### config.mk
export PLATFORM = sky130hd
export DESIGN_NAME = fetch_unit
export DESIGN_NICKNAME = d
export VERILOG_FILES = /design/src/rtl/fetch_unit.sv
export SDC_FILE = /design/constraint.sdc
export NUM_CORES = 1
export LEC_CHECK = 0
export CELL_PAD_IN_SITES_DETAIL_PLACEMENT = 1
export CELL_PAD_IN_SITES_GLOBAL_PLACEMENT = 1
export CORE_MARGIN = 4
export CORE_UTILIZATION = 36
export DETAILED_ROUTE_END_ITERATION = 10
export PLACE_DENSITY = 0.86
export SLEW_MARGIN = 0
export SYNTH_ARGS = -nofsm -noshare
export SYNTH_HDL_FRONTEND = slang
export SYNTH_SLANG_ARGS = --single-unit
### constraint.sdc
create_clock -name clk -period 5.1 [get_ports clk]
set_clock_uncertainty 0.15 [all_clocks]
set_input_delay 1.02 -clock clk [delete_from_list [all_inputs] [get_ports clk]]
set_output_delay 1.02 -clock clk [all_outputs]
set_load 0.02 [all_outputs]
### src/rtl/fetch_unit.sv
// Program counter and instruction fetch stage: fetches one word per instruction
// over a req/ack handshake, holds it for the decoder, then steps or jumps the PC.
module fetch_unit #(
  parameter int PC_WIDTH          = 8,
  parameter int PROGRAM_DataWidth = 16,
  parameter int ParamBits         = 8
) (
  input  logic                         clk,
  input  logic                         reset_n,
  output logic                         imem_req,
  output logic [PC_WIDTH-1:0]          imem_addr,
  input  logic                         imem_ack,
  input  logic [PROGRAM_DataWidth-1:0] imem_rdata,
  output logic [PROGRAM_DataWidth-1:0] instruction,
  output logic                         instr_valid,
  input  logic                         instr_ready,
  input  logic                         cnt_wr_en,
  input  logic                         add_offset,
  input  logic [ParamBits-1:0]         literal_adr,
  output logic [PC_WIDTH-1:0]          pc
);

  typedef enum logic [1:0] {IDLE, FETCH, ISSUE} state_t;

  state_t                         state_q, state_d;
  logic [PC_WIDTH-1:0]            pc_q, pc_d;
  logic [PROGRAM_DataWidth-1:0]   instr_q, instr_d;
  logic                           valid_q, valid_d;
  logic [PC_WIDTH-1:0]            abs_target;
  logic [PC_WIDTH-1:0]            rel_offset;

  // Literal is resized to PC width; the relative form is sign-extended first.
  assign abs_target = PC_WIDTH'(literal_adr);
  assign rel_offset = PC_WIDTH'(signed'(literal_adr));

  always_ff @(posedge clk or negedge reset_n) begin
    if (!reset_n) begin
      state_q <= IDLE;
      pc_q    <= '0;
      instr_q <= '0;
      valid_q <= 1'b0;
    end else begin
      state_q <= state_d;
      pc_q    <= pc_d;
      instr_q <= instr_d;
      valid_q <= valid_d;
    end
  end

  always_comb begin
    state_d = state_q;
    pc_d    = pc_q;
    instr_d = instr_q;
    valid_d = valid_q;
    case (state_q)
      IDLE: state_d = FETCH;
      FETCH: begin
        if (imem_ack) begin
          instr_d = imem_rdata;
          valid_d = 1'b1;
          state_d = ISSUE;
        end
      end
      ISSUE: begin
        if (instr_ready && valid_q) begin
          valid_d = 1'b0;
          state_d = FETCH;
          if (!cnt_wr_en)       pc_d = pc_q + 1'b1;
          else if (!add_offset) pc_d = abs_target;
          else                  pc_d = pc_q + rel_offset;
        end
      end
      default: state_d = IDLE;
    endcase
  end

  // Request is a pure function of state so an async reset drops it at once.
  assign imem_req    = (state_q == FETCH);
  assign imem_addr   = imem_req ? pc_q : '0;
  assign instruction = instr_q;
  assign instr_valid = valid_q;
  assign pc          = pc_q;

endmodule

==> results of run 1 <==
## power by group through the flow
stage	registers [mW]	clock network [mW]	logic (mW)
after floorplan	0.513	0	0.414
after global placement	0.416	0	0.850
after detailed placement	0.421	0	0.865
after CTS	0.418	0.128	0.870
after global routing	0.436	0.138	0.930
final	0.417	0.124	0.860
## state kept, by name, summed over array words and instances, names as in the netlist
register     flops
state_q          2
instr_valid      1
instruction     16
pc               8
## area by class of cell
type	instances	area share (%)
well taps	52	2.68
repair buffers	64	26.3
clock buffers	4	1.86
inverters	5	0.774
flip-flops and latches	27	27.8
multi-input cells	124	40.5
## cell families after synthesis
logic type | share of synthesized area, %
compound gates | 18.1
buf+inv | 4.33
simple gates | 14.3
fa+ha+maj | 6.93
xor+xnor | 1.52
flops | 39.0
mux | 15.9
## layer usage
metal  part of all wire (%)  vias to the layer above  track usage, %
li1                       -                      711               -
met1                     46                      743            20.5
met2                     51                       26            28.9
met3                    2.5                        2            1.97
met4                   0.60                        0            2.67
met5                      0                        -               0
## cells in the final DEF, fill, tap and decap left out, drive strengths merged, types with 3 or more instances in the layout
| cell | instances |
|---|---|
| mux2i | 5 |
| clkbuf | 4 |
| a21o | 3 |
| and3 | 5 |
| o21a | 4 |
| a211o | 3 |
| o21ai | 11 |
| mux2 | 17 |
| dfrtp | 27 |
| ha | 8 |
| and2 | 9 |
| nand2 | 9 |
| nor2 | 13 |
| a21oi | 11 |
| clkdlybuf4s50 | 63 |
| inv | 5 |
## worst max-delay path: stages, from the launching register on
cell,delay [ps]
dfrtp_1,430
nor2b_1,630
and2_1,230
clkdlybuf4s50_1,600
## per-stage QoR
stage                     util (%)  area [um^2]  hold WS (ps)
final                         53.9         2430           364
after global placement        52.9         2380           337
after global routing          53.9         2430           372
after detailed placement      52.9         2380           345
after floorplan                  -         1730           368
after CTS                     53.9         2430           368
## worst max path at each step
stage,from,end,slack (ps),cells past startpoint
2_1_floorplan,literal_adr[1],pc[7],2510,6
3_3_place_gp,literal_adr[1],pc[7],1960,7
3_5_place_dp,literal_adr[0],pc[6],1870,9
4_1_cts,state_q[0],imem_addr[5],1730,3
5_1_grt,state_q[0],imem_addr[7],1570,3
6_report,state_q[0],imem_addr[5],1760,3
==> flow_metrics.py, run 1 <==
metrics = {
    "synthesis": {
        "synth-async-reset-ratio_pct": 100,
        "ys_seq_elements": 27,
        "synth_area_per_cell_um2": 10.6,
        "synth.top_cell.area_share_pct": 39.0,
        "synth_nets": 202,
        "ys_types": 43,
        "synthCells": 163,
        "synth_edf_count": 0,
        "synth_area_leader_cell": "dfrtp_1",
        "ys_seq_area_share_pct": 39.0,
        "synth_top_flop_cell": "dfrtp_1",
        "yosys-top-cells-area": "dfrtp_1, mux2_4, ha_1",
        "synth_common_cells": "dfrtp_1, nor2_1, o21ai_0",
        "synth_area_mm2": 0.00173,
        "yosysMostFrequentCell": "dfrtp_1",
        "synth_warnings": 0,
    },
    "detailed_routing": {
        "drc": 0,
        "postRouteAntennaNets": 0,
        "wl_per_cell_um": 16.9,
        "first_iter_violations": 51,
        "firstDrtPassIters": 3,
        "vias_per_cell": 5.37,
        "wirelength_mm": 4.65,
        "num_vias": 1482,
    },
    "place": {
        "dp_hpwl_mm": 3.59,
        "preCtsSetupSlack_ps": 1870,
        "dp.cells": 272,
        "buffer_ports.inserted": 63,
        "globalplace.congestion": 0.770,
    },
    "run": {
        "cap_violations": 0,
    },
    "timing": {
        "setup_ws_ps": 1760,
        "fin_setup_tns_ps": 0,
        "relSlewSlack_pct": 50.3,
        "clock.fmax_mhz": 300,
        "finalCritPeriodShare_pct": 65.5,
        "finalSetupViolations": 0,
        "slew_viol_final": 0,
        "worst_slew_pin_slew_ps": 744,
        "min_period_ps": 3340,
        "rsz0062_at_grt": "false",
        "hold_violations": 0,
    },
    "clock_network": {
        "cts_resized": 0,
        "insertion_delay_ps": 270,
        "cts_root_buffer": "clkbuf_8",
        "clk_pin_slew_ps": 90,
        "ctsLongestPathBuffers": 2,
        "cts.sinks": 27,
        "holdBufCountCts": 0,
        "cts_setup_buffers": 0,
        "cts_buffers": 3,
        "htreeDepth": 1,
        "tritoncts": "done",
    },
    "die": {
        "ios": 64,
        "start_util_pct": 38.5,
        "die_w_um": 77.4,
        "die_h_um": 77.4,
        "dieArea_mm2": 0.00599,
        "row_count": 24,
        "coreArea_mm2": 0.00450,
    },
    "pwr": {
        "p_clk_share_pct": 8.9,
        "power.total_mw": 1.40,
        "sw_frac_of_total_pct": 41.4,
        "power.density_mw_per_mm2": 578,
        "power_frac_seq_pct": 29.8,
        "leakage_nw": 1.06,
        "power.share.combinational_pct": 61.4,
        "p_sw_uw": 581,
        "vdd_drop_max_mv": 0.309,
        "p_int_uw": 821,
    },
    "hold_path": {
        "hold_path.startpoint": "instruction[14]",
        "min_to": "instruction[14]",
        "worstHoldPathType": "register to register",
        "holdPathStages": 1,
    },
    "grt": {
        "grt_max_degree": 28,
        "grt_pass1_wl_mm": 7.93,
        "gr-usage-all-layers_pct": 15.9,
        "gr-total-overflow": 0,
        "grt_pass1_vias": 1626,
        "antenna_found_initial": 0,
    },
    "critical_path": {
        "r2r_slack_ps": 2860,
        "worstPathArrival_ps": 2170,
        "start_kind": "register",
        "critPathRequiredTime_ps": 3930,
        "worstPathMaxFanout": 10,
        "endpoint_kind": "output pin",
        "rr_worst_depth": 8,
        "r2r-end": "pc[6]",
        "critical_path_class": "register to output pin",
        "reg2reg_from": "pc[0]",
    },
    "final_layout": {
        "fillers": 515,
        "final_nets": 264,
        "n_antenna_cell": 0,
        "layoutNonFillerInstCount": 276,
        "seq_area_um2": 676,
        "drive_gt1_share_pct": 12.5,
        "syn2layout_area_growth_pct": 39.9,
        "multiInputGateArea_um2": 983,
    },
    "status": {
        "status": "finished clean",
    },
}
Power figures use the tool's default switching activity.
==> run 2, diff against run 1 <==
--- a/config.mk
+++ b/config.mk
@@ -8,9 +8,9 @@
 export CELL_PAD_IN_SITES_DETAIL_PLACEMENT = 1
 export CELL_PAD_IN_SITES_GLOBAL_PLACEMENT = 1
 export CORE_MARGIN = 4
-export CORE_UTILIZATION = 36
+export CORE_UTILIZATION = 33
 export DETAILED_ROUTE_END_ITERATION = 10
-export PLACE_DENSITY = 0.86
+export PLACE_DENSITY = 0.8
 export SLEW_MARGIN = 0
 export SYNTH_ARGS = -nofsm -noshare
 export SYNTH_HDL_FRONTEND = slang
==> constraint.sdc (replaced) <==
create_clock -name clk -period 3.2 [get_ports clk]
set_clock_uncertainty 0.15 [all_clocks]
set_input_delay 0.64 -clock clk [delete_from_list [all_inputs] [get_ports clk]]
set_output_delay 0.64 -clock clk [all_outputs]
set_load 0.02 [all_outputs]
==> run 2 against run 1 <==
  * Core utilization is 5.3 points lower
  * Sequential cell count stayed put
  * Clock-buffer cell count stayed put
  * Setup slack worse by 1300 ps
  * Hold slack better by 2.2 ps
  * Sequential share of layout area is 0.59 points lower
  * Critical path type unchanged
  * Largest power group unchanged
==> flow_metrics.py, run 2 (synthesized netlist as in run 1, its figures left out) <==
metrics = {
    "die": {
        "die_w_um": 80.5,
        "die_h_um": 80.5,
        "ios": 64,
        "row_count": 26,
        "coreArea_mm2": 0.00511,
        "start_util_pct": 34.0,
        "dieArea_mm2": 0.00648,
    },
    "hold_path": {
        "worstHoldPathType": "register to register",
        "hold_path.startpoint": "instruction[5]",
        "holdPathStages": 1,
        "min_to": "instruction[5]",
    },
    "critical_path": {
        "r2r-end": "pc[6]",
        "reg2reg_from": "pc[0]",
        "critical_path_class": "register to output pin",
        "worstPathArrival_ps": 1930,
        "endpoint_kind": "output pin",
        "r2r_slack_ps": 1010,
        "critPathRequiredTime_ps": 2410,
        "worstPathMaxFanout": 7,
        "start_kind": "register",
        "rr_worst_depth": 8,
    },
    "final_layout": {
        "layoutNonFillerInstCount": 298,
        "n_antenna_cell": 0,
        "syn2layout_area_growth_pct": 42.9,
        "final_cell_mix": "clkdlybuf4s50_1, dfrtp_1, nor2_1",
        "drive_gt1_share_pct": 14.0,
        "final_nets": 268,
        "final_common_cell": "clkdlybuf4s50_1",
        "largest_reg_flops": 16,
    },
    "timing": {
        "worst_slew_pin_slew_ps": 385,
        "clock.fmax_mhz": 368,
        "rsz0062_at_grt": "false",
        "min_period_ps": 2720,
        "hold_violations": 0,
        "finalSetupViolations": 0,
        "finalCritPeriodShare_pct": 84.9,
        "fin_setup_tns_ps": 0,
        "relSlewSlack_pct": 74.3,
        "slew_viol_final": 0,
    },
    "detailed_routing": {
        "drc": 0,
        "wirelength_mm": 4.94,
        "num_vias": 1501,
        "wl_per_cell_um": 16.6,
        "firstDrtPassIters": 4,
        "postRouteAntennaNets": 0,
        "first_iter_violations": 48,
        "vias_per_cell": 5.04,
    },
    "clock_network": {
        "cts_buffers": 3,
        "htreeDepth": 1,
        "insertion_delay_ps": 270,
        "holdBufCountCts": 0,
        "clk_pin_slew_ps": 100,
        "tritoncts": "done",
        "cts.sinks": 27,
        "ctsLongestPathBuffers": 2,
        "cts_setup_buffers": 0,
        "cts_resized": 0,
        "cts_root_buffer": "clkbuf_8",
    },
    "pwr": {
        "vdd_drop_max_mv": 0.510,
        "leakage_nw": 1.08,
        "power.density_mw_per_mm2": 912,
    },
    "grt": {
        "grt_pass1_vias": 1556,
        "gr-total-overflow": 0,
        "grt_pass1_wl_mm": 7.74,
        "antenna_found_initial": 0,
        "grt_max_degree": 28,
        "gr-usage-all-layers_pct": 15.2,
    },
    "place": {
        "dp.cells": 294,
        "globalplace.congestion": 0.787,
        "dp_hpwl_mm": 3.89,
        "buffer_ports.inserted": 63,
    },
    "status": {
        "status": "finished clean",
    },
    "run": {
        "cap_violations": 0,
    },
}
run 2: cell count changes in the layout (fill, tap and decap cells not counted):
cell   delta
buf_4     +4
run 2: final cells by class:
type | instances | area (um^2)
Clock buffer | 4 | 45.0
Sequential cell | 27 | 676
Tap cell | 70 | 87.6
Fill cell | 596 | 2630
Inverter | 5 | 18.8
Timing Repair Buffer | 68 | 668
Multi-Input combinational cell | 124 | 983
run 2: per-stage QoR:
step | worst slack (ps) | hold slack, ps | instance area [um^2] | power, mW | util, %
2_1_floorplan | 993 | 194 | 1730 | 1.48 | -
3_3_place_gp | 423 | 337 | 2430 | 2.03 | 47.6
3_5_place_dp | 374 | 345 | 2430 | 2.08 | 47.6
4_1_cts | 463 | 370 | 2480 | 2.29 | 48.5
5_1_grt | 321 | 381 | 2480 | 2.41 | 48.5
6_report | 484 | 366 | 2480 | 2.26 | 48.5
run 2: critical path, cell delays in order (launching register included):
cell and delay (ps):
dfrtp_1 440, nor2b_1 250, buf_4 200, and2_1 140, clkdlybuf4s50_1 620
run 2: how the worst max path moves through the flow:
stage | from | to | slack [ps] | cells past startpoint
floorplan | literal_adr[1] | pc[7] | 990 | 6
detailed placement | literal_adr[0] | pc[6] | 370 | 9
global placement | literal_adr[0] | pc[6] | 420 | 9
global route | state_q[0] | imem_addr[0] | 320 | 4
CTS | state_q[0] | imem_addr[4] | 460 | 4
finish | state_q[0] | imem_addr[4] | 480 | 4
run 2: per-layer routing:
metal | share of wire (%) | vias up | track usage (%)
met5 | 0 | - | 0
met4 | 0.63 | 0 | 2.53
met3 | 3.0 | 2 | 2.13
met2 | 50 | 29 | 27.0
met1 | 46 | 752 | 19.8
li1 | - | 718 | -
run 2: where the power goes:
part	switching, mW	leakage, nW	internal [mW]	total, mW
Combinational	0.663	0.739	0.729	1.39
Clock	0.108	0.0228	0.0892	0.198
Sequential	0.166	0.322	0.504	0.670
Total	0.938	1.08	1.32	2.26
